## src/rtl/mix_columns_engine.sv

```systemverilog
// AES MixColumns / InvMixColumns engine: a latched 128-bit state is transformed
// COLS_PER_CYCLE columns per clock and the result is held under backpressure.
module mix_columns_engine #(
  parameter int COLS_PER_CYCLE = 1
) (
  input  logic         clk,
  input  logic         reset,
  input  logic         in_valid,
  output logic         in_ready,
  input  logic [127:0] state_in,
  input  logic         inv,
  output logic         out_valid,
  input  logic         out_ready,
  output logic [127:0] state_out,
  output logic         busy
);

  localparam int NUM_CYC = 4 / COLS_PER_CYCLE;
  // A 2-bit column step; with four columns per clock the counter never leaves 0.
  localparam logic [1:0] LP_STEP = (COLS_PER_CYCLE == 4) ? 2'd0 : 2'(COLS_PER_CYCLE);
  localparam logic [1:0] LP_LAST = 2'(NUM_CYC - 1);

  generate
    if (!(COLS_PER_CYCLE == 1 || COLS_PER_CYCLE == 2 || COLS_PER_CYCLE == 4)) begin : g_bad_cols
      $error("mix_columns_engine: COLS_PER_CYCLE must be 1, 2 or 4");
    end
  endgenerate

  typedef enum logic [1:0] {
    ST_IDLE = 2'd0,
    ST_RUN  = 2'd1,
    ST_DONE = 2'd2
  } state_t;

  state_t         r_state;
  logic [1:0]     r_cnt;
  logic [127:0]   r_work;
  logic           r_inv;
  logic [127:0]   r_state_out;
  logic           r_out_valid;
  logic           r_busy;

  logic [6:0]     w_lsb   [COLS_PER_CYCLE];
  logic [31:0]    w_mixed [COLS_PER_CYCLE];

  function automatic logic [7:0] xtime(input logic [7:0] b);
    return {b[6:0], 1'b0} ^ (b[7] ? 8'h1b : 8'h00);
  endfunction

  // Row 0 of a column is its most significant byte.
  function automatic logic [31:0] mix_col(input logic [31:0] col, input logic mode);
    logic [7:0] s  [4];
    logic [7:0] x2 [4];
    logic [7:0] x4 [4];
    logic [7:0] x8 [4];
    logic [7:0] o  [4];
    logic [1:0] r0;
    logic [1:0] r1;
    logic [1:0] r2;
    logic [1:0] r3;
    s[0] = col[31:24];
    s[1] = col[23:16];
    s[2] = col[15:8];
    s[3] = col[7:0];
    for (int i = 0; i < 4; i++) begin
      x2[i] = xtime(s[i]);
      x4[i] = xtime(x2[i]);
      x8[i] = xtime(x4[i]);
    end
    for (int r = 0; r < 4; r++) begin
      r0 = 2'(r);
      r1 = r0 + 2'd1;
      r2 = r0 + 2'd2;
      r3 = r0 + 2'd3;
      if (mode) begin
        o[r] = (x8[r0] ^ x4[r0] ^ x2[r0]) ^ (x8[r1] ^ x2[r1] ^ s[r1])
             ^ (x8[r2] ^ x4[r2] ^ s[r2]) ^ (x8[r3] ^ s[r3]);
      end else begin
        o[r] = x2[r0] ^ (x2[r1] ^ s[r1]) ^ s[r2] ^ s[r3];
      end
    end
    return {o[0], o[1], o[2], o[3]};
  endfunction

  generate
    for (genvar g = 0; g < COLS_PER_CYCLE; g++) begin : g_col
      logic [1:0] w_idx;
      assign w_idx      = (r_cnt * LP_STEP) + 2'(g);
      // Column c sits at bits [127-32c -: 32], so its LSB is 32*(3-c).
      assign w_lsb[g]   = {~w_idx, 5'd0};
      assign w_mixed[g] = mix_col(r_work[w_lsb[g] +: 32], r_inv);
    end
  endgenerate

  assign in_ready  = (r_state == ST_IDLE) || ((r_state == ST_DONE) && out_ready);
  assign out_valid = r_out_valid;
  assign state_out = r_state_out;
  assign busy      = r_busy;

  // Control FSM, working/mode registers and the column-by-column result writeback.
  always_ff @(posedge clk or negedge reset) begin
    if (!reset) begin
      r_state     <= ST_IDLE;
      r_cnt       <= 2'd0;
      r_work      <= 128'd0;
      r_inv       <= 1'b0;
      r_state_out <= 128'd0;
      r_out_valid <= 1'b0;
      r_busy      <= 1'b0;
    end else begin
      case (r_state)
        ST_IDLE: begin
          if (in_valid) begin
            r_work  <= state_in;
            r_inv   <= inv;
            r_cnt   <= 2'd0;
            r_state <= ST_RUN;
            r_busy  <= 1'b1;
          end else begin
            r_state <= ST_IDLE;
          end
        end
        ST_RUN: begin
          for (int k = 0; k < COLS_PER_CYCLE; k++) begin
            r_state_out[w_lsb[k] +: 32] <= w_mixed[k];
          end
          if (r_cnt == LP_LAST) begin
            r_cnt       <= 2'd0;
            r_state     <= ST_DONE;
            r_out_valid <= 1'b1;
          end else begin
            r_cnt <= r_cnt + 2'd1;
          end
        end
        ST_DONE: begin
          if (out_ready) begin
            r_out_valid <= 1'b0;
            if (in_valid) begin
              r_work  <= state_in;
              r_inv   <= inv;
              r_cnt   <= 2'd0;
              r_state <= ST_RUN;
            end else begin
              r_state <= ST_IDLE;
              r_busy  <= 1'b0;
            end
          end else begin
            r_state <= ST_DONE;
          end
        end
        default: begin
          r_state     <= ST_IDLE;
          r_cnt       <= 2'd0;
          r_out_valid <= 1'b0;
          r_busy      <= 1'b0;
        end
      endcase
    end
  end

endmodule

```

## config.mk

```make
export PLATFORM = sky130hd
export DESIGN_NAME = mix_columns_engine
export DESIGN_NICKNAME = d
export VERILOG_FILES = /design/src/rtl/mix_columns_engine.sv
export SDC_FILE = /design/constraint.sdc
export NUM_CORES = 1
export LEC_CHECK = 0
export ABC_AREA = 1
export ABC_CLOCK_PERIOD_IN_PS = 3700
export CORE_ASPECT_RATIO = 1.4
export CORE_MARGIN = 8
export CORE_UTILIZATION = 40
export CTS_CLUSTER_SIZE = 12
export DETAILED_ROUTE_END_ITERATION = 12
export GPL_TIMING_DRIVEN = 0
export PLACE_DENSITY = 0.66
export SLEW_MARGIN = 20
export SYNTH_ARGS = -nofsm -noshare
export SYNTH_HDL_FRONTEND = slang
export SYNTH_SLANG_ARGS = --single-unit
```

## constraint.sdc

```tcl
create_clock -name clk -period 3.7 [get_ports clk]
set_clock_uncertainty 0.2 [all_clocks]
set_input_delay 0.37 -clock clk [delete_from_list [all_inputs] [get_ports clk]]
set_output_delay 0.37 -clock clk [all_outputs]
set_load 0.02 [all_outputs]
```

Word level (Yosys, flattened, before mapping)
Index checks and enable logic that the tools add are counted.
{"block": "totals", "ff_bits": 263, "wordCells": 131, "in_bits": 133}
{"block": "op_classes", "muxes": 38, "shift": 3, "n_eq_ne": 7, "n_reduce_logical": 7, "n_bitwise": 67, "addsub": 2}
{"op": "8-bit bitwise XOR", "n": 52}
{"op": "128-bit two-way mux", "n": 2}
{"op": "128-bit case mux with 2 select lines", "n": 1}
{"op": "128-bit bitwise mux", "n": 1}
{"op": "32-bit by 9-bit variable shift with 128-bit output, first input constant", "n": 1}
{"op": "128-bit by 8-bit variable part select with 32-bit output", "n": 1}
{"op": "32-bit by 9-bit variable part select with 128-bit output", "n": 1}
{"op": "8-bit by 5-bit bitwise XOR with 8-bit output", "n": 12}
{"op": "5-bit two-way mux", "n": 12}
{"op": "8-bit two-way mux", "n": 4}
{"op": "2-bit case mux with 3 select lines", "n": 2}
{"op": "2-bit two-way mux", "n": 5}
{"op": "7-bit negation with 9-bit output", "n": 1}
{"op": "1-bit two-way mux", "n": 8}
{"op": "2-bit inequality test, second input constant", "n": 4}
{"op": "1-bit case mux with 3 select lines", "n": 2}
{"op": "2-bit equality test, second input constant", "n": 2}
{"op": "4-bit AND reduction", "n": 1}
{"op": "3-bit AND reduction", "n": 1}
{"op": "2-bit by 1-bit adder with 2-bit output, second input constant", "n": 1}
{"op": "2-bit by 1-bit equality test with 1-bit output, second input constant", "n": 1}
{"op": "2-bit logical NOT", "n": 1}
{"op": "1-bit NOT", "n": 2}
{"op": "2-bit NOT", "n": 1}
{"op": "5 further kinds", "n": 5}

Logic depth before layout (Yosys ltp)
Gate-level depths: netlist of the first run.
{"block": "logic_depth", "word_depth": 16, "depth_mapped": 23}

Least setup slack after synthesis of the first run
Ideal clock, no wire load.
{"block": "synth_path", "kind": "reg-to-reg", "start": "reg r_cnt[0]", "end": "reg r_state_out[12], in the netlist state_out[12]", "arrival_ns": 2.826, "synth_period_minus_slack_ns": 3.092, "setup_slack_ns": 0.608, "path_stages_with_launch": 12, "path_buffers": 6, "t_required_ns": 3.434, "cell_sequence": "dfrtp_1 -> buf_6 -> inv_8 -> buf_6 -> buf_6 -> clkbuf_1 -> buf_1 -> ha_1 -> nor4_2 -> buf_1 -> nand3_1 -> nand2_1"}
{"block": "synth_via", "elab_chain_len": 14, "word_cells_on_any_way": 86}
{"element": "start, declared", "line_no": "36", "source": "logic [1:0] r_cnt;"}
{"element": "start signal, assigned", "line_no": "132", "source": "r_cnt <= r_cnt + 2'd1;"}
{"element": "2-bit NOT *", "line_no": "90", "source": "assign w_lsb[g] = {~w_idx, 5'd0};"}
{"element": "128-bit by 8-bit variable part select with 32-bit output", "line_no": "91", "source": "assign w_mixed[g] = mix_col(r_work[w_lsb[g] +: 32], r_inv);"}
{"element": "8-bit by 5-bit bitwise XOR with 8-bit output or 5-bit two-way mux (tied branches) (2 in series)", "line_no": "47", "source": "return {b[6:0], 1'b0} ^ (b[7] ? 8'h1b : 8'h00);"}
{"element": "5-bit two-way mux or 8-bit by 5-bit bitwise XOR with 8-bit output (tied branches)", "line_no": "47"}
{"element": "8-bit by 5-bit bitwise XOR with 8-bit output", "line_no": "47"}
{"element": "8-bit bitwise XOR (on tied branches)", "line_no": "76, 77"}
{"element": "8-bit bitwise XOR (2 in series)", "line_no": "76", "source": "o[r] = (x8[r0] ^ x4[r0] ^ x2[r0]) ^ (x8[r1] ^ x2[r1] ^ s[r1])"}
{"element": "8-bit bitwise XOR (2 in series)", "line_no": "77", "source": "^ (x8[r2] ^ x4[r2] ^ s[r2]) ^ (x8[r3] ^ s[r3]);"}
{"element": "8-bit two-way mux", "line_no": "75", "source": "if (mode) begin"}
{"element": "32-bit by 9-bit variable part select with 128-bit output", "line_no": "125", "source": "r_state_out[w_lsb[k] +: 32] <= w_mixed[k];"}
{"element": "128-bit bitwise mux *", "line_no": "125"}
{"element": "end signal, assigned by index", "line_no": "125"}
{"element": "end, declared", "line_no": "39", "source": "logic [127:0] r_state_out;"}
Mark *: on every way between the ends. The rest lies on a longest branch, timed or not.
A chain may end at the register's enable or synchronous reset.

Final worst setup path of the first run
{"block": "layout_path", "start": "reg r_cnt[0]", "end": "reg r_state_out[79], in the netlist state_out[79]"}
The elaborated chain is that of the path after synthesis.

==> results of run 1 <==
==> metal layers <==
metal	vias to the layer above	track usage	routed length, microns
met4	0	0.150	3990
met3	145	0.0385	3410
met5	-	0	0
met2	551	0.514	36400
li1	7556	-	-
met1	7546	0.299	26100
==> final timing paths <==
path,startpoint,to,slack [ns]
setup reg to reg,r_cnt[0],state_out[79],0.15
setup / recovery,r_cnt[0],state_out[79],0.15
hold reg to reg,state_out[83],state_out[83],0.28
max in group asynchronous,reset,state_out[17],2.17
hold / removal,state_in[23],r_work[23],0.18
min in group asynchronous,reset,state_out[117],0.20
==> sequential cells by signal, summed over array words and instances, names as in the netlist <==
register,count
r_state,2
busy,1
r_inv,1
state_out,128
out_valid,1
r_cnt,2
r_work,128
==> critical path: cells and delay by family (launching register included) <==
| kind | cells | cell delay, ns |
|---|---|---|
| fa+ha+maj | 1 | 0.35 |
| flops | 1 | 0.48 |
| buf+inv | 9 | 2.08 |
| compound gates | 1 | 0.20 |
| simple gates | 1 | 0.05 |
==> placed cells by master (no fill, tap or decap), types with 33 or more instances in the layout <==
cell type | Yosys | final
inv_1 | 86 | 86
o21ai_1 | 48 | 47
nand3_1 | 220 | 220
clkbuf_1 | 37 | 37
o21ai_0 | 44 | 44
nand2_2 | 69 | 70
dfrtp_1 | 263 | 261
xnor2_1 | 48 | 48
nor2_1 | 35 | 33
mux2_2 | 117 | 117
clkdlybuf4s50_1 | 0 | 262
nand2_1 | 851 | 848
nand4_1 | 38 | 38
xor2_1 | 96 | 95
==> layout make-up <==
class | count | area [sq um] | share of cell area
clock buffers | 34 | 732 | 0.0344
repair buffers | 268 | 2720 | 0.128
clock inverters | 5 | 43.8 | 0.00206
flip-flops and latches | 263 | 6580 | 0.310
plain buffers | 84 | 509 | 0.0240
inverters | 105 | 404 | 0.0190
well taps | 546 | 683 | 0.0321
multi-input cells | 1706 | 9580 | 0.451
==> through the flow <==
step	utilization	TNS, ns	worst slack (ns)	hold slack, ns	std cells
after floorplan	-	0	0.608	-0.126	2158
after detailed placement	0.485	-39.42	-0.807	0.222	2969
final	0.506	0	0.150	0.180	3011
after global placement	0.483	-2394.91	-9.03	0.265	2967
after global routing	0.506	0	0.0119	0.206	3011
after CTS	0.505	0	0.00556	0.155	3010
==> cells by family after synthesis <==
| logic type | after synthesis | share of synthesized area |
|---|---|---|
| mux | 117 | 0.0776 |
| buf+inv | 189 | 0.0530 |
| fa+ha+maj | 5 | 0.00368 |
| flops | 263 | 0.388 |
| compound gates | 134 | 0.0422 |
| xor+xnor | 164 | 0.0968 |
| simple gates | 1286 | 0.339 |
==> repair_timing <==
| action | CTS | global route |
|---|---|---|
| pin swaps | 1 | 2 |
| setup buffers | 1 | 1 |
| hold endpoints to repair | 85 | 0 |
| hold buffers | 1 | 0 |
| setup endpoints to repair | 116 | 70 |
| resized for setup | 14 | 16 |
==> summary.txt, run 1 <==
Outcome = complete, no violations
CP Launch Type = flop
Synth Register Bits = 263
Final worst-path cycle share = 0.960
Reg clk slew, reported paths = 0.07 ns
WL per Instance = 23.2 microns
Synthesized cell area = 17000 sq um
Vias post-DR = 15800
Worst path max stage delay = 0.48 ns
Core Area = 42000 sq um
Nets = 2593
Post-synth EDFFs = 0
Synth top cells by count = 851 x nand2_1, 263 x dfrtp_1, 220 x nand3_1, 117 x mux2_2, 96 x xor2_1
Yosys warnings = 0
Req. time, crit path = 3.91 ns
Worst hold path depth = 3
IO Count = 264
Final Cell Area = 21300 sq um
Area leader, netlist = dfrtp_1
Placed Area = 20400 sq um
Share of cells above drive strength 1 = 0.152
Critical path, cell by cell = buf_6, inv_8, buf_6, buf_6, clkbuf_2, buf_2, ha_1, inv_1, nor3_4, inv_1, clkbuf_1, o21ai_0
Critical path's slowest cell = dfrtp_2
Antenna viol nets, final = 0
Reg2Reg Depth = 12
Iteration-0 DRC Markers = 1080
Worst Path Max Fanout = 11
RD Place Congestion = 0.986
Root buf cell = clkbuf_16
Max Clock Freq = 0.282 GHz
Async SR Flop Fraction = 1.00
Synth Instances = 2158
Residual DRC count = 0
Max Cap Viol = 0
Post-DP HPWL = 57.1 mm
I/O Buffers = 263
Seq/Total Area, Yosys = 0.388
Die area = 49400 sq um
CP arrival = 3.76 ns
Total GRT Usage = 0.277
H-tree lvl count = 1
Inserted Clock Buffers = 27
Max transition margin = 0.331
Filler Cells Inserted = 4033
Max Buffers Root-to-Sink = 3
Clk_lat worst skew = 0.57 ns
Die X-Extent = 190 microns
Pin count of the biggest net entering global routing = 99
Syn Nets = 2296
Floorplan row count = 89
Total grt overflow = 0
Yosys cell types = 46
Layout Area Growth over Synthesis = 25.2%
Initial antenna violation count = 0
Most used cell, CP = buf_6
Tightest Pin Transition = 1.00 ns
Final min period = 3.55 ns
Top_reg_cell synth = dfrtp_1
Vias per std cell = 5.25
Crit. End Element = flop
Final setup vio count = 0
Vias in the first global route = 15800
RSZ-0062 raised after global routing = false
Max Slew Vio Count = 0
N_diodes = 0
Post-synth top area share = 0.388
Min-delay worst type = input pin to flop
CTS tree = built
CTS sink cnt = 263
Drt first pass iters = 5
First-pass GRT wire length = 103 mm
WL final = 69.9 mm
Synth area leaders = dfrtp_1 39%, nand2_1 19%, mux2_2 7.8%
Kind of critical path = flop to flop
Initial core utilization = 0.404
Die height = 260 microns
Syn avg cell area = 7.87 sq um
Final hold vios = 0
Count leader, synth = nand2_1
Power of run 1 is left out: the tool's default activity adds up to more than one toggle a clock period on the data nets, which glitch-free logic cannot reach.
==> inputs of run 2 (changes only) <==
--- a/config.mk
+++ b/config.mk
@@ -8,12 +8,12 @@
 export ABC_AREA = 1
 export ABC_CLOCK_PERIOD_IN_PS = 3700
 export CORE_ASPECT_RATIO = 1.4
-export CORE_MARGIN = 8
-export CORE_UTILIZATION = 40
+export CORE_MARGIN = 1
+export CORE_UTILIZATION = 50
 export CTS_CLUSTER_SIZE = 12
 export DETAILED_ROUTE_END_ITERATION = 12
 export GPL_TIMING_DRIVEN = 0
-export PLACE_DENSITY = 0.66
+export PLACE_DENSITY = 0.79
 export SLEW_MARGIN = 20
 export SYNTH_ARGS = -nofsm -noshare
 export SYNTH_HDL_FRONTEND = slang
==> summary.txt, run 2 (synthesized netlist as in run 1, its figures left out) <==
Outcome = complete, no violations
Critical path, cell by cell = buf_6, inv_8, buf_6, buf_6, buf_2, buf_2, ha_1, nor4_4, buf_2, nand3_1, nand2_1
Die X-Extent = 158 microns (-17%)
CP Launch Type = flop
Max Slew Vio Count = 0 (unchanged)
Die height = 220 microns (-15%)
Initial core utilization = 0.510 (+0.105)
Core Area = 33300 sq um (-21%)
Reg-to-reg slack, setup = 0.11 ns (-0.04 ns)
Worst Path Max Fanout = 11 (unchanged)
Setup TNS = 0 ns (unchanged)
Final worst-path cycle share = 0.970 (+0.0104)
Vias in the first global route = 16100 (+2.1%)
RD Place Congestion = 0.983 (-0.29%)
Nets = 2593 (unchanged)
Worst path max stage delay = 0.48 ns (about the same)
Residual DRC count = 0 (unchanged)
Final setup vio count = 0 (unchanged)
RSZ-0062 raised after global routing = false
Max transition margin = 0.290 (-0.0407)
Most frequent cells in the layout = 845 x nand2_1, 262 x clkdlybuf4s50_1, 261 x dfrtp_1, 220 x nand3_1, 117 x mux2_2
WL per Instance = 22.3 microns (-3.9%)
IO Count = 264 (unchanged)
Max Clock Freq = 0.279 GHz (-1.1%)
I/O Buffers = 263 (unchanged)
Total grt overflow = 0 (unchanged)
Root buf cell = clkbuf_16
Crit. End Element = flop
Reg clk slew, reported paths = 0.06 ns (about the same)
Kind of critical path = flop to flop
Pin count of the biggest net entering global routing = 99 (unchanged)
WP buf/inv = 7 (-2)
H-tree lvl count = 1 (unchanged)
Min-delay worst type = input pin to async pin
First-pass GRT wire length = 95.9 mm (-6.6%)
N_diodes = 0 (unchanged)
Max Buffers Root-to-Sink = 3 (unchanged)
Tightest Pin Transition = 1.06 ns (+0.0610 ns)
Hold_ws = 0.163 ns (-0.0178 ns)
WL final = 64.9 mm (-7.2%)
CP arrival = 3.87 ns (+0.11 ns)
Max Cap Viol = 0 (unchanged)
Inserted Clock Buffers = 27 (unchanged)
Floorplan row count = 79 (-11%)
Clk_lat worst skew = 0.57 ns (about the same)
Final hold vios = 0 (unchanged)
Total GRT Usage = 0.380 (+0.103)
Share of cells above drive strength 1 = 0.153 (+0.000592)
Post-DP HPWL = 52.3 mm (-8.4%)
Initial antenna violation count = 0 (unchanged)
Iteration-0 DRC Markers = 1265 (+17%)
Layout Area Growth over Synthesis = 24.2%
Cell family contributing the most delay on the critical path = buffers and inverters
Filler Cells Inserted = 2861 (-29%)
CTS tree = built
Critical path's slowest cell = nor4_4
Commonest non-fill, non-tap cell in the layout = nand2_1
Die area = 34700 sq um (-30%)
Req. time, crit path = 3.99 ns (+0.08 ns)
CTS sink cnt = 263 (unchanged)
Vias post-DR = 16200 (+2.6%)
Antenna viol nets, final = 0 (unchanged)
Drt first pass iters = 6 (+1)
Final min period = 3.59 ns (+0.0385 ns)
Vias per std cell = 5.58 (+6.3%)
==> run 2: cell types whose count changed in the layout (fill, tap and decap cells not counted), moves of 2 or more <==
cell and change:
buf_2 +2, clkbuf_1 -2, nand2_1 -3, nand2_2 +2, clkbuf_8 -3
==> run 2: final timing paths <==
| check | to | startpoint | depth (start not counted) |
|---|---|---|---|
| max | state_out[18] | r_cnt[0] | 11 |
| min | state_out[99] | reset | 2 |
| max reg2reg | state_out[18] | r_cnt[0] | 11 |
| min reg2reg | state_out[105] | state_out[105] | 2 |
| max in group asynchronous | r_work[76] | reset | 3 |
| min in group clk | r_work[52] | state_in[52] | 2 |
==> run 2: layer usage <==
metal	up-vias	global-route usage	share of wire
met1	7678	0.407	0.36
met5	-	0	0
met2	736	0.679	0.51
met3	223	0.0346	0.049
met4	0	0.301	0.086
li1	7574	-	-
==> run 2: what timing repair did <==
action,in CTS,in global routing
gates resized for setup,8,23
pin swaps,0,2
setup buffers,0,2
hold buffers,1,0
hold endpoints to repair,71,0
endpoints found under the setup margin,108,72
==> run 2: area by class of cell <==
class,count,area (sq um),area share
sequential,263,6580,0.312
timing repair buffer,268,2720,0.129
clock buffer,30,687,0.0326
tap,445,557,0.0264
multi-input combinational,1706,9570,0.454
buffer,84,508,0.0241
inverter,105,402,0.0190
clock inverter,6,66.3,0.00314
==> run 2: worst reg2reg max path, stage by stage (launching register included) <==
cell	delay (ns)
dfrtp_2	0.47
buf_6	0.19
inv_8	0.11
buf_6	0.19
buf_6	0.19
buf_2	0.33
buf_2	0.30
ha_1	0.35
nor4_4	0.48
buf_2	0.35
nand3_1	0.23
nand2_1	0.12
==> run 2: metrics by stage <==
step,cells,cell area [sq um],setup slack (ns),utilization
after floorplan,2158,17000,0.608,-
after global placement,2866,20200,-8.70,0.605
after detailed placement,2868,20200,-0.852,0.607
after CTS,2905,21000,-0.0332,0.631
after global routing,2907,21100,0.00517,0.633
final,2907,21100,0.111,0.633
Power of run 2 is left out for the same reason.
